## config.mk

```make
export PLATFORM = sky130hd
export DESIGN_NAME = ff_sync_filter_flat
export DESIGN_NICKNAME = d
export VERILOG_FILES = /design/src/rtl/ff_sync_filter_if.sv /design/src/rtl/ff_sync_filter.sv /design/src/flat_wrapper.sv
export SDC_FILE = /design/constraint.sdc
export NUM_CORES = 1
export LEC_CHECK = 0
export CORE_MARGIN = 2
export CORE_UTILIZATION = 29
export CTS_CLUSTER_DIAMETER = 120
export DETAILED_ROUTE_END_ITERATION = 10
export PLACE_DENSITY = 0.47
export SLEW_MARGIN = 40
export SYNTH_ARGS = -nofsm -noshare
export SYNTH_HDL_FRONTEND = slang
export SYNTH_SLANG_ARGS = --single-unit
```

## constraint.sdc

```tcl
create_clock -name clk_i -period 1.4 [get_ports clk_i]
set_clock_uncertainty 0.1 [all_clocks]
set_input_delay 0.14 -clock clk_i [delete_from_list [all_inputs] [get_ports clk_i]]
set_output_delay 0.14 -clock clk_i [all_outputs]
set_load 0.005 [all_outputs]
```

## src/rtl/ff_sync_filter_if.sv

```systemverilog
// ff_sync_filter_if: data/strobe bundle for the multi-channel synchroniser
// and glitch filter.
//   filter_en_i  : 1 = glitch filter active, 0 = bypass
//   data_i       : asynchronous channel inputs
//   data_o       : filtered, synchronised levels
//   rise_o/fall_o: one-cycle edge strobes per channel
//   any_change_o : OR of all strobes
// master drives the inputs; slave is the filter block.
interface ff_sync_filter_if #(
  parameter int CHANNELS = 8
);
  logic                filter_en_i;
  logic [CHANNELS-1:0] data_i;
  logic [CHANNELS-1:0] data_o;
  logic [CHANNELS-1:0] rise_o;
  logic [CHANNELS-1:0] fall_o;
  logic                any_change_o;

  modport master (
    output filter_en_i, data_i,
    input  data_o, rise_o, fall_o, any_change_o
  );

  modport slave (
    input  filter_en_i, data_i,
    output data_o, rise_o, fall_o, any_change_o
  );
endinterface

```

## src/rtl/ff_sync_filter.sv

```systemverilog
// ff_sync_filter: CHANNELS independent asynchronous inputs, each passed
// through a SYNC_REGS-deep synchroniser and then a glitch filter that only
// accepts a new level after it persists FILTER_CYCLES consecutive cycles.
// Registered rise/fall strobes accompany every change of data_o.
//   clk_i : single clock
//   rst_i : synchronous, active-high reset
//   bus   : ff_sync_filter_if.slave (filter_en_i, data_i in;
//           data_o, rise_o, fall_o, any_change_o out)
// Parameter constraints: CHANNELS >= 1, SYNC_REGS >= 2, FILTER_CYCLES >= 1.

// One channel: synchroniser chain, persistence counter, level and strobes.
module ff_sync_filter_lane #(
  parameter int   SYNC_REGS     = 3,
  parameter int   FILTER_CYCLES = 4,
  parameter logic RST_VAL       = 1'b0
) (
  input  logic clk,
  input  logic rst,
  input  logic filter_en,
  input  logic din,
  output logic dout,
  output logic rise,
  output logic fall
);
  localparam int CNT_W = $clog2(FILTER_CYCLES + 1);
  localparam logic [CNT_W-1:0] LAST = CNT_W'(FILTER_CYCLES - 1);

  // Pure flop chain: keep the stages together and out of shift-register
  // primitives so the metastability settling time is not eroded.
  (* ASYNC_REG = "TRUE", shreg_extract = "no" *)
  logic [SYNC_REGS-1:0] sync;

  logic             s;
  logic [CNT_W-1:0] cnt, cnt_nxt;
  logic             lvl_nxt;

  assign s = sync[SYNC_REGS-1];

  always_ff @(posedge clk) begin
    if (rst) sync <= {SYNC_REGS{RST_VAL}};
    else     sync <= {sync[SYNC_REGS-2:0], din};
  end

  // The counter tracks consecutive cycles of disagreement; any agreement,
  // an accepted change, or bypass mode puts it back to zero.
  always_comb begin
    lvl_nxt = dout;
    cnt_nxt = '0;
    if (!filter_en) begin
      lvl_nxt = s;
    end else if (s != dout) begin
      if (cnt == LAST) lvl_nxt = s;
      else             cnt_nxt = cnt + CNT_W'(1);
    end
  end

  always_ff @(posedge clk) begin
    if (rst) begin
      dout <= RST_VAL;
      cnt  <= '0;
      rise <= 1'b0;
      fall <= 1'b0;
    end else begin
      dout <= lvl_nxt;
      cnt  <= cnt_nxt;
      rise <= lvl_nxt & ~dout;
      fall <= ~lvl_nxt & dout;
    end
  end
endmodule

module ff_sync_filter #(
  parameter int                CHANNELS      = 8,
  parameter int                SYNC_REGS     = 3,
  parameter int                FILTER_CYCLES = 4,
  parameter logic [CHANNELS-1:0] RESET_VAL   = {CHANNELS{1'b0}}
) (
  input  logic              clk_i,
  input  logic              rst_i,
  ff_sync_filter_if.slave   bus
);
  logic [CHANNELS-1:0] lvl, rise, fall;

  for (genvar g = 0; g < CHANNELS; g++) begin : g_lane
    ff_sync_filter_lane #(
      .SYNC_REGS    (SYNC_REGS),
      .FILTER_CYCLES(FILTER_CYCLES),
      .RST_VAL      (RESET_VAL[g])
    ) u_lane (
      .clk      (clk_i),
      .rst      (rst_i),
      .filter_en(bus.filter_en_i),
      .din      (bus.data_i[g]),
      .dout     (lvl[g]),
      .rise     (rise[g]),
      .fall     (fall[g])
    );
  end

  assign bus.data_o       = lvl;
  assign bus.rise_o       = rise;
  assign bus.fall_o       = fall;
  // Strobes are already registered and one cycle wide, so the OR is too.
  assign bus.any_change_o = |(rise | fall);
endmodule

```

## src/flat_wrapper.sv

```systemverilog
// flat-port wrapper written by rule: the top's interface ports become plain ports
module ff_sync_filter_flat 
#(
  parameter int                CHANNELS      = 8,
  parameter int                SYNC_REGS     = 3,
  parameter int                FILTER_CYCLES = 4,
  parameter logic [CHANNELS-1:0] RESET_VAL   = {CHANNELS{1'b0}}
)
  (clk_i, rst_i, bus_filter_en_i, bus_data_i, bus_data_o, bus_rise_o, bus_fall_o, bus_any_change_o);
  ff_sync_filter_if #(.CHANNELS(CHANNELS)) bus_i ();
  input  logic clk_i;
  input  logic rst_i;
  input wire logic [$bits(bus_i.filter_en_i)-1:0] bus_filter_en_i;
  input wire logic [$bits(bus_i.data_i)-1:0] bus_data_i;
  output wire logic [$bits(bus_i.data_o)-1:0] bus_data_o;
  output wire logic [$bits(bus_i.rise_o)-1:0] bus_rise_o;
  output wire logic [$bits(bus_i.fall_o)-1:0] bus_fall_o;
  output wire logic [$bits(bus_i.any_change_o)-1:0] bus_any_change_o;
  assign bus_i.filter_en_i = bus_filter_en_i;
  assign bus_i.data_i = bus_data_i;
  assign bus_data_o = bus_i.data_o;
  assign bus_rise_o = bus_i.rise_o;
  assign bus_fall_o = bus_i.fall_o;
  assign bus_any_change_o = bus_i.any_change_o;
  ff_sync_filter #(.CHANNELS(CHANNELS), .SYNC_REGS(SYNC_REGS), .FILTER_CYCLES(FILTER_CYCLES), .RESET_VAL(RESET_VAL)) u_core (.clk_i(clk_i), .rst_i(rst_i), .bus(bus_i));
endmodule
```

==> results.ini, run 1 <==
[worst_setup_path]
worstSetupPathType=reg2out
cp_num_buf_inv=2
startpoint_type=flip-flop
cpLargestDelayFamily=simple AND/OR/NAND/NOR gates
crit_fanout=2
crit_chain=nor4_2, buf_4, nand4_1, buf_2
cp_slowest_stage_delay_ns=0.33
critical_path_arrival_ns=1.29
cp-end-kind=output pin
slowest_stage=dfxtp_2
required_ns=1.16

[clocking]
hold_buffers=0
cts_made_buffers=9
cts-root-buf=clkbuf_8
path_clk_slew_ns=0.06
cts_tree=yes
cts_max_path_buffers=2
clkLatencyLatePin_ns=0.33
htreeDepth=3
cts.sinks=72

[route]
route.detailed.drc=0
drt-initial-drc-count=36
wire_per_inst_um=10.93
firstDrtPassIters=4
drtAntennaViolNets=0
viasPerCell=4.119
finalWirelength_mm=4.242
vias=1598

[sta]
slew_violations=0
setup_slack_ns=-0.1290
fin_crit_sh_pct=109.2
setup_tns_ns=-0.1290
rsz0062_at_grt=yes
setup_viol=1
fmax_mhz=654.0
min_period_ns=1.529
max_slew_margin_pct=79.36
tightest_slew_ns=0.3067
hold_violations=0

[global_route]
grt_max_degree=47
grt_overflow_total=0
first_global_vias=1474
grt_pass1_wl_mm=6.920
antenna_found_initial=0
track_usage_pct=9.313

[synthesis]
seq_area_frac_synth_pct=54.21
syn_area_um2=2659
ys_async_sr_fraction_pct=0
synth_area_leaders=dfxtp_1 54%, ha_1 7.5%, buf_4 6.8%, nor2b_1 5.6%, nor4b_1 5.3%
synth_edf_count=0
ys_seq_elements=72
yosys.area.top_type=dfxtp_1
synth_top_area_share_pct=54.21
yosys-top-cells-count=72 x dfxtp_1, 26 x nor2_1, 24 x buf_4, 24 x nor2b_1
yosysUniqueCellTypes=20
netlist_instances=244
yosysMostFrequentCell=dfxtp_1
avgSynthCellArea_um2=10.90
ys_warn_count=0
ys.flop_type=dfxtp_1
syn_nets=271

[finish]
nets=306
antenna_cells=0
area_growth_pct=29.51
stdcell_area_um2=3443
drive_above_1_share_pct=36.79
fill_cells=877
instances_no_fill=388

[floorplanning]
core-area_um2=8806
die_w_um=99.75
start_util_pct=30.19
die_height_um=99.75
rows=34
io-pin-count=36
dieArea_um2=9950

[job]
cap_violations=0

[placement]
portBuffers=35
placed_area_um2=3052
dp_cells=370
dp_hpwl_mm=2.863
place_ws_ns=-0.1364
gp_congestion=0.7172

[pwr]
p_sw_share_pct=21.07
power_density_nw_per_um2=1040
power.switching_w=0.0007542
p_seq_share_pct=58.7
pwr-share-comb_pct=4.9
p_int_w=0.002825
p_leak_nw=1.436
irDropWorstVdd_mv=0.3949
clockPowerShare_pct=36.4

[run_status]
outcome=complete, but fails checks
failed_checks=setup timing

[worst_hold_path]
holdCritPathClass=in2reg

## layout make-up
class / instances / area, um2 / share of cell area (%)
clock buffer: 10 / 137.6 / 3.997
clock inverter: 2 / 10.01 / 0.2907
timing repair buffer: 54 / 481.7 / 13.99
inverter: 16 / 60.06 / 1.744
sequential: 72 / 1488 / 43.21
tap: 108 / 135.1 / 3.924
multi-input combinational: 126 / 1131 / 32.85
## tightest hold or removal path: stages
cell and delay (ns):
buf_2 0.13, buf_4 0.16, nor2_1 0.04
## state kept, by name (all words and copies together) (netlist names)
register                   count
u_core.g_lane.u_lane.dout      8
u_core.g_lane.u_lane.fall      8
u_core.g_lane.u_lane.sync     24
u_core.g_lane.u_lane.cnt      24
u_core.g_lane.u_lane.rise      8
## power groups by stage
stage	registers [W]	logic, W	clock network (W)
2_1_floorplan	0.00215	0.000101	0
3_3_place_gp	0.00215	0.000170	0
3_5_place_dp	0.00215	0.000171	0
4_1_cts	0.00210	0.000173	0.00138
5_1_grt	0.00210	0.000192	0.00146
6_report	0.00210	0.000176	0.00130
## path summary, 6_finish.rpt
| kind | startpoint | cells past startpoint | slack [ns] | endpoint |
|---|---|---|---|---|
| worst min-delay path | rst_i | 3 | 0.08 | u_core.g_lane[4].u_lane.dout$_SDFF_PP0_ |
| worst max-delay path | u_core.g_lane[1].u_lane.rise$_SDFF_PP0_ | 4 | -0.13 | bus_any_change_o |
| worst min register to register | u_core.g_lane[7].u_lane.cnt[0]$_SDFF_PP0_ | 1 | 0.30 | u_core.g_lane[7].u_lane.cnt[0]$_SDFF_PP0_ |
| worst max register to register | u_core.g_lane[7].u_lane.cnt[0]$_SDFF_PP0_ | 5 | 0.04 | u_core.g_lane[7].u_lane.dout$_SDFF_PP0_ |
## stage by stage
stage	hold WS (ns)	total power [W]	util [%]
3_5_place_dp	0.3107	0.002322	34.65
3_3_place_gp	0.3079	0.002321	34.65
4_1_cts	0.07734	0.003651	37.25
5_1_grt	0.09685	0.003750	39.10
2_1_floorplan	0.1682	0.002247	-
6_report	0.08111	0.003579	39.10
## cells in the final DEF, fill, tap and decap left out, types with 7 or more instances in the layout
cell type	n
nor4b_2	8
dfxtp_2	25
ha_2	7
dfxtp_1	43
buf_4	17
inv_1	16
clkdlybuf4s50_1	9
clkbuf_8	10
and2b_2	8
dlygate4sd2_1	23
nor4b_1	8
nor2_1	26
mux2i_1	8
ha_4	8
nor2b_1	24
## per-layer routing
layer | share of wire, % | vias up | GRT usage, %
met2 | 40 | 36 | 12.79
met4 | 1.9 | 0 | 5.058
li1 | - | 835 | -
met1 | 51 | 719 | 11.88
met3 | 7.0 | 8 | 4.568
met5 | 0 | - | 0
## timing repair
| action | CTS | global route |
|---|---|---|
| gates resized for setup | 68 | 33 |
| gates cloned | 0 | 0 |
| buffers inserted | 5 | 1 |
| pin swaps | 1 | 17 |
| endpoints found under the setup margin | 32 | 29 |
## kinds of logic after synthesis
kind of cell	synth area share, %
simple gates	22.45
flops	54.21
buf+inv	10.16
fa+ha+maj	7.529
xor+xnor	2.635
mux	3.012
Note: power is estimated with default switching activity, not from simulation.
==> run 2: changes to the inputs <==
Settings changed: CORE_UTILIZATION 29 to 40, PLACE_DENSITY 0.47 to 0.62.
==> results.ini, run 2 (synthesis gave the netlist of run 1 again) <==
[run_status]
outcome=complete, but fails checks
failed_checks=setup timing

[pwr]
irDropWorstVdd_mv=0.6031  ; +53%
clockPowerShare_pct=38.0  ; +1.6 points
pwr-share-comb_pct=4.7  ; -0.2 points
p_seq_share_pct=57.3  ; -1.4 points
power_density_nw_per_um2=1052  ; +1.2%
p_sw_share_pct=21.72  ; +0.65 points
p_leak_nw=1.443  ; +0.53%
p_int_w=0.002858  ; +1.2%
power.switching_w=0.0007931  ; +5.2%

[worst_setup_path]
required_ns=1.16  ; about the same
cp-end-kind=output pin
cp-startpoint=u_core.g_lane[3].u_lane.rise$_SDFF_PP0_
rr_startpoint=u_core.g_lane[4].u_lane.cnt[0]$_SDFF_PP0_
worstSetupPathType=reg2out
critical_path_arrival_ns=1.24  ; -0.05 ns
startpoint_type=flip-flop
crit_fanout=2  ; unchanged

[route]
drtAntennaViolNets=0  ; unchanged
wire_per_inst_um=11.56  ; +5.7%
finalWirelength_mm=4.196  ; -1.1%
drt-initial-drc-count=60  ; +67%
route.detailed.drc=0  ; unchanged
viasPerCell=4.490  ; +9.0%
firstDrtPassIters=4  ; unchanged
vias=1630  ; +2.0%

[worst_hold_path]
holdCritPathClass=in2reg
min-delay-start=bus_data_i[1]

[placement]
gp_congestion=0.7171  ; about the same
portBuffers=35  ; unchanged
dp_hpwl_mm=2.659  ; -7.1%
place_ws_ns=-0.2209  ; -0.08448 ns

[sta]
hold_violations=0  ; unchanged
max_slew_margin_pct=82.04  ; +2.7 points
tightest_slew_ns=0.2656  ; -0.04109 ns
fmax_mhz=675.9  ; +3.3%
setup_viol=1  ; unchanged
slew_violations=0  ; unchanged
rsz0062_at_grt=yes
setup_slack_ns=-0.07956  ; +0.04940 ns
min_period_ns=1.480  ; -0.04940 ns
fin_crit_sh_pct=105.7  ; -3.5 points

[floorplanning]
start_util_pct=41.63  ; +11 points
die_w_um=85.53  ; -14%
dieArea_um2=7315  ; -26%
io-pin-count=36  ; unchanged
die_height_um=85.53  ; -14%
core-area_um2=6386  ; -27%
rows=29  ; -15%

[clocking]
cts_max_path_buffers=2  ; unchanged
cts.sinks=72  ; unchanged
htreeDepth=3  ; unchanged
cts_tree=yes
clkLatencyLatePin_ns=0.34  ; about the same
cts-root-buf=clkbuf_8
path_clk_slew_ns=0.07  ; about the same
cts_made_buffers=9  ; unchanged

[global_route]
first_global_vias=1501  ; +1.8%
grt_overflow_total=0  ; unchanged
track_usage_pct=11.91  ; +2.6 points
grt_max_degree=20  ; -57%
grt_pass1_wl_mm=6.568  ; -5.1%
antenna_found_initial=0  ; unchanged

[job]
cap_violations=0  ; unchanged

[finish]
regArea_um2=1493  ; +0.34%
fill_cells=578  ; -34%
mostFrequentLayoutCell=dfxtp_1
multiInputGateArea_um2=1185  ; +4.8%
antenna_cells=0  ; unchanged
final_util_pct=54.35  ; +15 points
reg_top3=u_core.g_lane.u_lane.cnt (24), u_core.g_lane.u_lane.sync (24)
drive_above_1_share_pct=36.01  ; -0.77 points
nets=308  ; +0.65%
layout_common_cells=45 x dfxtp_1, 26 x nor2_1, 24 x nor2b_1, 24 x dlygate4sd2_1
area_growth_pct=30.54

[run 2: critical path, cell delays in order (launching register included)]
cell and delay, ns:
dfxtp_2 0.33, nor4_4 0.31, nand4_1 0.11, buf_2 0.14
[run 2: routing by layer]
layer  global-route usage (%)  part of all wire [%]  vias to the layer above
met4                    9.091                   3.2                        0
met5                        0                     0                        -
met3                    3.754                   4.7                       12
li1                         -                     -                      848
met1                    14.28                    49                      736
met2                    17.76                    43                       34
[run 2: area by class of cell]
class	instances	area share, %
Clock buffer	13	4.290
Tap cell	77	2.776
Timing Repair Buffer	56	13.55
Inverter	16	1.730
Sequential cell	72	43.01
Multi-Input combinational cell	126	34.14
Clock inverter	3	0.5047
[run 2: timing repair]
item                                    4_1_cts  5_1_grt
buffers inserted                              7        0
pin swaps                                     4       15
endpoints found under the setup margin       32       33
hold buffers                                  1        0
gates resized for setup                      69       39
endpoints found under the hold margin         3        0
gates cloned                                  0        0
[run 2: final timing paths]
path	to	slack, ns	cells after the start
worst max-delay path	bus_any_change_o	-0.08	3
worst min-delay path	u_core.g_lane[1].u_lane.sync[0]$_SDFF_PP0_	0.25	2
worst max register to register	u_core.g_lane[4].u_lane.dout$_SDFF_PP0_	0.04	5
worst min register to register	u_core.g_lane[3].u_lane.cnt[0]$_SDFF_PP0_	0.30	1
[run 2: power by group through the flow]
stage | sequential, W | clock (W) | combinational, W
floorplan | 0.00215 | 0 | 0.000101
global placement | 0.00215 | 0 | 0.000160
detailed placement | 0.00215 | 0 | 0.000161
CTS | 0.00209 | 0.00145 | 0.000166
global route | 0.00210 | 0.00154 | 0.000190
finish | 0.00209 | 0.00139 | 0.000171
[run 2: metrics by stage]
step                       TNS, ns  cell area, um2  power (W)  hold WS [ns]  std cells
after global routing       -0.2398            3471   0.003822        0.2446        363
after CTS                  -0.1031            3272   0.003711        0.2279        363
after floorplan                  0            2659   0.002247        0.1682        244
after detailed placement    -1.491            2988   0.002312        0.3118        339
final                     -0.07956            3471   0.003652        0.2485        363
after global placement      -1.457            2988   0.002310        0.3063        339
